File: src/rtl/keypad_scan_controller.sv
// 4x3 matrix keypad scanner. Rows are driven one-hot and advance on each scan
// tick. Columns are sampled only on ticks, and presses and releases are
// debounced with a run-length counter. A confirmed press produces a one-cycle
// key_valid strobe, plus a star/sharp strobe in the same cycle for those keys.
// Handshake: key_valid is a pure strobe with no ready. The consumer must
// capture key_code in the cycle key_valid is high. key_code holds its value
// until the next confirmation.
`timescale 1ns/1ps
module keypad_scan_controller #(
  parameter int SCAN_DIV     = 50000,
  parameter int DEBOUNCE_CNT = 4
) (
  input  logic       clk,
  input  logic       initialize,
  input  logic       col1,
  input  logic       col2,
  input  logic       col3,
  output logic       row1,
  output logic       row2,
  output logic       row3,
  output logic       row4,
  output logic [3:0] key_code,
  output logic       key_valid,
  output logic       key_held,
  output logic       star_pulse,
  output logic       sharp_pulse,
  output logic [1:0] o_dbg_state
);

  localparam int DIV_W = $clog2(SCAN_DIV);
  localparam int CNT_W = $clog2(DEBOUNCE_CNT + 1);
  localparam logic [DIV_W-1:0] DIV_MAX  = DIV_W'(SCAN_DIV - 1);
  localparam logic [CNT_W-1:0] CNT_DONE = CNT_W'(DEBOUNCE_CNT);

  typedef enum logic [1:0] {
    S_SCAN     = 2'd0,
    S_DEBOUNCE = 2'd1,
    S_HELD     = 2'd2,
    S_RELEASE  = 2'd3
  } state_t;

  state_t           r_state;
  logic [DIV_W-1:0] r_div;
  logic [CNT_W-1:0] r_cnt;
  logic [3:0]       r_row;
  logic [1:0]       r_col;
  logic [3:0]       r_key_code;
  logic             r_key_valid;
  logic             r_star;
  logic             r_sharp;

  logic             w_tick;
  logic             w_any;
  logic [1:0]       w_col_idx;
  logic [3:0]       w_row_next;
  logic [CNT_W-1:0] w_cnt_next;
  logic [3:0]       w_code;

  assign w_tick     = (r_div == DIV_MAX);
  assign w_any      = col1 | col2 | col3;
  assign w_row_next = {r_row[2:0], r_row[3]};
  assign w_cnt_next = r_cnt + CNT_W'(1);

  // Prioritised column index: col1 wins over col2, and col2 over col3. 0 means none.
  always_comb begin
    w_col_idx = 2'd0;
    if (col1)      w_col_idx = 2'd1;
    else if (col2) w_col_idx = 2'd2;
    else if (col3) w_col_idx = 2'd3;
  end

  // Key code for the frozen row and the currently prioritised column.
  always_comb begin
    w_code = 4'hF;
    case (r_row)
      4'b0001: w_code = {2'b00, w_col_idx};
      4'b0010: w_code = 4'd3 + {2'b00, w_col_idx};
      4'b0100: w_code = 4'd6 + {2'b00, w_col_idx};
      4'b1000: begin
        case (w_col_idx)
          2'd1:    w_code = 4'hA;
          2'd2:    w_code = 4'h0;
          2'd3:    w_code = 4'hB;
          default: w_code = 4'hF;
        endcase
      end
      default: w_code = 4'hF;
    endcase
  end

  // Free-running scan tick divider.
  always_ff @(posedge clk or posedge initialize) begin
    if (initialize)  r_div <= '0;
    else if (w_tick) r_div <= '0;
    else             r_div <= r_div + DIV_W'(1);
  end

  // Scan/debounce FSM with registered row drive, key code and strobes.
  always_ff @(posedge clk or posedge initialize) begin
    if (initialize) begin
      r_state     <= S_SCAN;
      r_cnt       <= '0;
      r_row       <= 4'b0001;
      r_col       <= 2'd0;
      r_key_code  <= 4'hF;
      r_key_valid <= 1'b0;
      r_star      <= 1'b0;
      r_sharp     <= 1'b0;
    end else begin
      r_key_valid <= 1'b0;
      r_star      <= 1'b0;
      r_sharp     <= 1'b0;
      if (w_tick) begin
        case (r_state)
          S_SCAN: begin
            if (!w_any) begin
              r_row <= w_row_next;
            end else begin
              r_col <= w_col_idx;
              r_cnt <= CNT_W'(1);
              if (DEBOUNCE_CNT == 1) begin
                r_state     <= S_HELD;
                r_key_code  <= w_code;
                r_key_valid <= 1'b1;
                r_star      <= (w_code == 4'hA);
                r_sharp     <= (w_code == 4'hB);
              end else begin
                r_state <= S_DEBOUNCE;
              end
            end
          end
          S_DEBOUNCE: begin
            if (w_any && (w_col_idx == r_col)) begin
              r_cnt <= w_cnt_next;
              if (w_cnt_next == CNT_DONE) begin
                r_state     <= S_HELD;
                r_key_code  <= w_code;
                r_key_valid <= 1'b1;
                r_star      <= (w_code == 4'hA);
                r_sharp     <= (w_code == 4'hB);
              end
            end else begin
              r_state <= S_SCAN;
              r_row   <= w_row_next;
              r_cnt   <= '0;
            end
          end
          S_HELD: begin
            if (!w_any) begin
              if (DEBOUNCE_CNT == 1) begin
                r_state <= S_SCAN;
                r_row   <= w_row_next;
                r_cnt   <= '0;
              end else begin
                r_state <= S_RELEASE;
                r_cnt   <= CNT_W'(1);
              end
            end
          end
          S_RELEASE: begin
            if (!w_any) begin
              r_cnt <= w_cnt_next;
              if (w_cnt_next == CNT_DONE) begin
                r_state <= S_SCAN;
                r_row   <= w_row_next;
                r_cnt   <= '0;
              end
            end else begin
              // A column bounce during release is not a new press.
              r_state <= S_HELD;
            end
          end
          default: r_state <= S_SCAN;
        endcase
      end
    end
  end

  assign row1        = r_row[0];
  assign row2        = r_row[1];
  assign row3        = r_row[2];
  assign row4        = r_row[3];
  assign key_code    = r_key_code;
  assign key_valid   = r_key_valid;
  assign star_pulse  = r_star;
  assign sharp_pulse = r_sharp;
  assign key_held    = (r_state == S_HELD) || (r_state == S_RELEASE);
  assign o_dbg_state = r_state;

endmodule

File: config.mk
export PLATFORM = sky130hd
export DESIGN_NAME = keypad_scan_controller
export DESIGN_NICKNAME = d
export VERILOG_FILES = /design/src/rtl/keypad_scan_controller.sv
export SDC_FILE = /design/constraint.sdc
export NUM_CORES = 1
export LEC_CHECK = 0
export ABC_AREA = 1
export CAP_MARGIN = 20
export CORE_ASPECT_RATIO = 1.4
export CORE_MARGIN = 2
export CORE_UTILIZATION = 45
export DETAILED_ROUTE_END_ITERATION = 8
export PLACE_DENSITY = 0.69
export RECOVER_POWER = 50
export SETUP_SLACK_MARGIN = 0.3
export SYNTH_ARGS = -nofsm -noshare
export SYNTH_HDL_FRONTEND = slang
export SYNTH_SLANG_ARGS = --single-unit
export TNS_END_PERCENT = 20
File: constraint.sdc
create_clock -name clk -period 2.21 [get_ports clk]
set_clock_uncertainty 0.05 [all_clocks]
set_input_delay 0.221 -clock clk [delete_from_list [all_inputs] [get_ports clk]]
set_output_delay 0.221 -clock clk [all_outputs]
set_load 0.02 [all_outputs]
==> metrics.json <==
{
  "end_kind": "register",
  "final_cell_mix": "nand2_1, nor2_1, dfrtp_1, inv_1, nand3_1",
  "ys_seq_elements": 34,
  "cts_buffer_depth": 2,
  "grt_first_pass_wirelength_microns": 7300,
  "detail_route_antenna_nets": 0,
  "mapped_cells": 260,
  "postLayoutCoreUtil": 0.532,
  "p_clk_frac": 0.400,
  "internal_power_uw": 857,
  "yosys_warnings": 0,
  "initial_core_util": 0.457,
  "cts_buf_count": 5,
  "grt_util_all_layers": 0.191,
  "area.growth.synth_to_final_pct": 16.5,
  "drcViolationCount": 0,
  "final_critical_path_setup_slack_ns": 0.374,
  "syn_area_per_cell_sq_um": 7.84,
  "grt_antenna_before_repair": 0,
  "cts_num_sinks": 34,
  "fillers": 444,
  "tightest_hold_margin_ns": 0.412,
  "pin_count_of_the_biggest_net_entering_global_routing": 35,
  "critical_path.reg2reg.startpoint": "r_div[0]",
  "timing_worst_setup_path_type": "register to register",
  "power.combinational.fraction": 0.046,
  "power.switching_fraction": 0.236,
  "post-route-period-util": 0.831,
  "area_enclosed_by_the_die_boundary_sq_um": 5090,
  "clk_lat_worst_skew_ns": 0.29,
  "run_status": "finished, final reports clean",
  "setup_total_negative_slack_ns": 0,
  "vias": 1698,
  "buffer_ports.inserted": 18,
  "first_iter_violations": 81,
  "cts_max_level": 2,
  "min-delay-path-class": "register to register",
  "synth_fp_nets": 270,
  "first_global_vias": 1744,
  "maximum_capacitance_violations": 0,
  "first_pass_iters": 4,
  "tritoncts_clock_tree": "built",
  "floorplan_core_area_sq_um": 4460,
  "crit_fanout": 11,
  "io_pins": 19,
  "residual_overflow_from_global_routing": 0,
  "numnets_final": 294,
  "postRouteWirelength_microns": 4100,
  "layoutNonFillerInstCount": 347,
  "numPlacedInstances": 339,
  "crit_start": "r_div[0]",
  "die_width_microns": 60.9,
  "die-height_microns": 83.6,
  "clkTransAtPathRegs_ns": 0.06,
  "synthesis.area_sq_um": 2040,
  "pre_cts_ws_ns": 0.158,
  "layout_commonest_cell": "nand2_1",
  "finalCriticalPeriod_ns": 1.84,
  "detailed_place_hpwl_microns": 3070,
  "rsz_0062_raised_after_global_routing": "true",
  "cts-hold-fix-buffers": 0,
  "yosysUniqueCellTypes": 38,
  "p_sw_uw": 265,
  "vias_per_cell": 4.89,
  "cts_post_setup_buffers_inserted": 0,
  "hold_path.startpoint": "r_div[0]",
  "count_of_cells_resized_by_post_cts_repair": 0,
  "seqPwrFrac": 0.555,
  "finish.instance_area_sq_um": 2370,
  "floorplan.rows": 29,
  "seq_area_frac_synth": 0.421,
  "power.ir.vdd_worst_mv": 0.281,
  "ratio_of_total_power_to_cell_area_nw_per_um2": 472,
  "crit_required_ns": 2.37,
  "leakage_power_nw": 1.19,
  "timing.fmax_mhz": 545,
  "finalWeightedCongestion": 0.871,
  "setup_viol_count_final": 0,
  "worst_slew_pin_slew_ns": 0.846,
  "fin_total_pwr_mw": 1.12,
  "drv_slew": 0,
  "cp-start-kind": "register",
  "final-hold-violation-count": 0,
  "arrival_ns": 2.00,
  "root_driver": "clkbuf_8",
  "antenna-diode-count": 0,
  "post_drt_wl_per_cell_microns": 11.8,
  "dpl_cell_area_sq_um": 2290,
  "max_slew_margin": 0.436,
  "drive_above_1_share": 0.154
}
[power groups by stage]
| stage | Combinational [mW] | Sequential [mW] | Clock (mW) |
|---|---|---|---|
| global placement | 0.0527 | 0.634 | 0 |
| detailed placement | 0.0532 | 0.634 | 0 |
| floorplan | 0.0309 | 0.634 | 0 |
| finish | 0.0511 | 0.622 | 0.448 |
| global route | 0.0595 | 0.622 | 0.499 |
| CTS | 0.0533 | 0.622 | 0.466 |
[logic make-up (layout without fill, tap and decap cells)]
family | Yosys count | count (layout) | synth area share
simple gates | 147 | 147 | 0.355
buf+inv | 39 | 64 | 0.0804
flops | 34 | 34 | 0.421
compound gates | 28 | 28 | 0.0835
xor+xnor | 7 | 7 | 0.0301
fa+ha+maj | 5 | 5 | 0.0307
[synthesized netlist by cell type (all sizes together)]
cell type | number | share of area
nand2 | 68 | 0.13
nor2 | 37 | 0.088
inv | 33 | 0.061
dfrtp | 29 | 0.36
nand3 | 20 | 0.059
o21ai | 17 | 0.049
nand4 | 10 | 0.031
a21oi | 7 | 0.019
dfstp | 5 | 0.064
ha | 5 | 0.031
nor3 | 5 | 0.018
xor2 | 5 | 0.021
buf | 3 | 0.012
nand3b | 3 | 0.011
or2 | 3 | 0.0092
clkinv | 2 | 0.0061
xnor2 | 2 | 0.0086
a22oi | 1 | 0.0037
a31oi | 1 | 0.0031
clkbuf | 1 | 0.0018
nor4 | 1 | 0.0061
o211a | 1 | 0.0049
o21bai | 1 | 0.0037
[per-layer routing]
metal	vias up	global-route usage	routed length, microns
met5	-	0	0
met4	0	0.113	100
met3	9	0.0372	120
met2	28	0.307	2130
met1	780	0.226	1750
li1	881	-	-
[critical path, cell delays in order, from the launching register on]
cell	delay (ns)
dfrtp_1	0.37
ha_1	0.19
nand3_1	0.25
nor2_4	0.25
nand2_4	0.17
nor3_4	0.29
o21ai_1	0.09
nor2_1	0.10
[final timing paths]
check | to | slack [ns] | cells past startpoint
max | sharp_pulse | 0.37 | 7
min | r_div[0] | 0.41 | 1
max reg2reg | sharp_pulse | 0.37 | 7
min reg2reg | r_div[0] | 0.41 | 1
max in group asynchronous | r_div[4] | 1.01 | 3
min in group asynchronous | r_row[1] | 0.56 | 3
[state kept, by name, summed over array words and instances (netlist names), 2 cells and up]
| register | cells |
|---|---|
| r_div | 16 |
| r_row | 4 |
| o_dbg_state | 2 |
| r_cnt | 3 |
| key_code | 4 |
| r_col | 2 |
[cell type report]
| type | count | area [sq um] | area share |
|---|---|---|---|
| timing repair buffer | 21 | 200 | 0.0843 |
| clock inverter | 2 | 10.0 | 0.00421 |
| tap | 62 | 77.6 | 0.0327 |
| multi-input combinational | 187 | 1020 | 0.430 |
| clock buffer | 6 | 72.6 | 0.0306 |
| inverter | 35 | 136 | 0.0574 |
| sequential | 34 | 857 | 0.361 |
Note: power is estimated with default switching activity, not from simulation.
==> RTL edit (same flow settings) <==
Register the outputs `row1`, `row2`, `row3`, `row4` and `key_held`, cleared by the reset; this adds one clock of latency there. The other outputs are not delayed to match.
--- a/src/rtl/keypad_scan_controller.sv
+++ b/src/rtl/keypad_scan_controller.sv
@@ -176,15 +176,25 @@
     end
   end
 
-  assign row1        = r_row[0];
-  assign row2        = r_row[1];
-  assign row3        = r_row[2];
-  assign row4        = r_row[3];
   assign key_code    = r_key_code;
   assign key_valid   = r_key_valid;
   assign star_pulse  = r_star;
   assign sharp_pulse = r_sharp;
-  assign key_held    = (r_state == S_HELD) || (r_state == S_RELEASE);
+  always_ff @(posedge clk or posedge initialize) begin
+    if (initialize) begin
+      row1     <= '0;
+      row2     <= '0;
+      row3     <= '0;
+      row4     <= '0;
+      key_held <= '0;
+    end else begin
+      row1     <= r_row[0];
+      row2     <= r_row[1];
+      row3     <= r_row[2];
+      row4     <= r_row[3];
+      key_held <= (r_state == S_HELD) || (r_state == S_RELEASE);
+    end
+  end
   assign o_dbg_state = r_state;
 
 endmodule
Behaviour: not the same (Yosys sat finds a counterexample within 4 cycles, from zero or initial values).
==> RTL edit against the unedited design <==
  * Power rose by 12%
  * Wire length rose by 1.4%
  * Cell area rose by 5.7%
  * Die area rose by 6.3%
  * Sequential cell count rose by 5
  * Combinational power rose by 4.1%
  * Synthesized area rose by 6.6%
  * Setup slack improved by 0.058 ns
  * Critical endpoint is now r_row[3]
==> RTL edit: results (changes against the unedited design) <==
- Reported sequential group power: 0.714 mW (+15%)
- Dpl cell area: 0.00242 mm^2 (+5.6%)
- Adder-cell share of the synthesized area: 2.88% (-0.19 points)
- Total met2 wirelength after detailed routing: 2260 um (+6.1%)
- Final #Nets: 306 (+4.1%)
- Met1 usage: 20.0% (-2.6 points)
- Largest fanout of any net on the critical path: 6 (-5)
- Cell count after placement: 351 (+3.5%)
- Reg2Reg Depth: 8 (+1)
- Placer congestion estimate: 0.840 (-3.5%)
- Post-Synthesis Mean Instance Area: 7.96 um^2 (+1.6%)
- Global-route wire length before repair: 7510 um (+2.9%)
- Largest net degree at the start of global routing: 40 (+14%)
- Part of the total power dissipated in combinational logic: 4.2% (-0.4 points)
- Worst slew pin tran: 0.976 ns (+0.130 ns)
- Routed via count: 1,738 (+2.4%)
- Final worst hold slack: 0.415 ns (+0.00266 ns)
- Worst setup slack for register-to-register paths: 0.43 ns (+0.06 ns)
- Metal-1 WL: 1720 um (-1.7%)
- Total of fill cells in the finished design: 469 (+5.6%)
- Met2 capacity usage during global routing: 32.7% (+2.1 points)
- Endpoint of the lowest-slack register-to-register path: r_row[3]
- Setup slack at placement: 0.113 ns (-0.0450 ns)
- Crit path DAT: 1.92 ns (-0.08 ns)
- Routed wire per std cell: 11.6 um (-2.0%)
- Maximum ir drop on the vdd rail: 0.406 mV (+45%)
- List of most frequent post-synthesis cells: 65 x sky130_fd_sc_hd__nand2_1, 37 x sky130_fd_sc_hd__inv_1, 34 x sky130_fd_sc_hd__dfrtp_1
- Met3 usage in global routing: 3.25% (-0.47 points)
- Run status: completed
- Share of synthesized area occupied by flip-flops and latches: 45.2% (+3.1 points)
- LEAKAGE: 1.31 nW (+10%)
- DRC marker count from the first detailed-route iteration: 80 (-1.2%)
- Number of distinct library cell variants in the gate-level netlist after synthesis: 34 (-11%)
- F_max: 562 MHz (+3.3%)
- Combined global-route utilization of all metal layers: 17.7% (-1.3 points)
- DP Wirelength: 3130 um (+1.9%)
- Fraction of final layout cells with drive strength greater than 1: 13.1% (-2.3 points)
- Number of nets produced by synthesis: 283 (+4.8%)
- Part of the total power dissipated in sequential elements: 56.6% (+1.1 points)
- Area occupied by registers: 982 um^2 (+15%)
RTL edit: cell types whose count changed after synthesis, moves of 2 or more:
cell / delta
sky130_fd_sc_hd__or2_2: -2
sky130_fd_sc_hd__o21ai_1: -6
sky130_fd_sc_hd__xor2_1: +2
sky130_fd_sc_hd__o21ai_0: +6
sky130_fd_sc_hd__a21oi_1: -3
sky130_fd_sc_hd__dfrtp_1: +5
sky130_fd_sc_hd__nor2_1: -2
sky130_fd_sc_hd__nand3b_1: -2
sky130_fd_sc_hd__nand3_1: +5
sky130_fd_sc_hd__o21ai_2: -2
sky130_fd_sc_hd__nor2_2: +7
sky130_fd_sc_hd__inv_1: +10
sky130_fd_sc_hd__nand3_2: -3
RTL edit: final cells by class:
cell class                      count  area share [%]
Inverter                           43            6.43
Timing Repair Buffer               19            7.38
Clock buffer                        7            3.44
Sequential cell                    39            39.1
Clock inverter                      1           0.199
Multi-Input combinational cell    188            40.3
Tap cell                           62            3.09
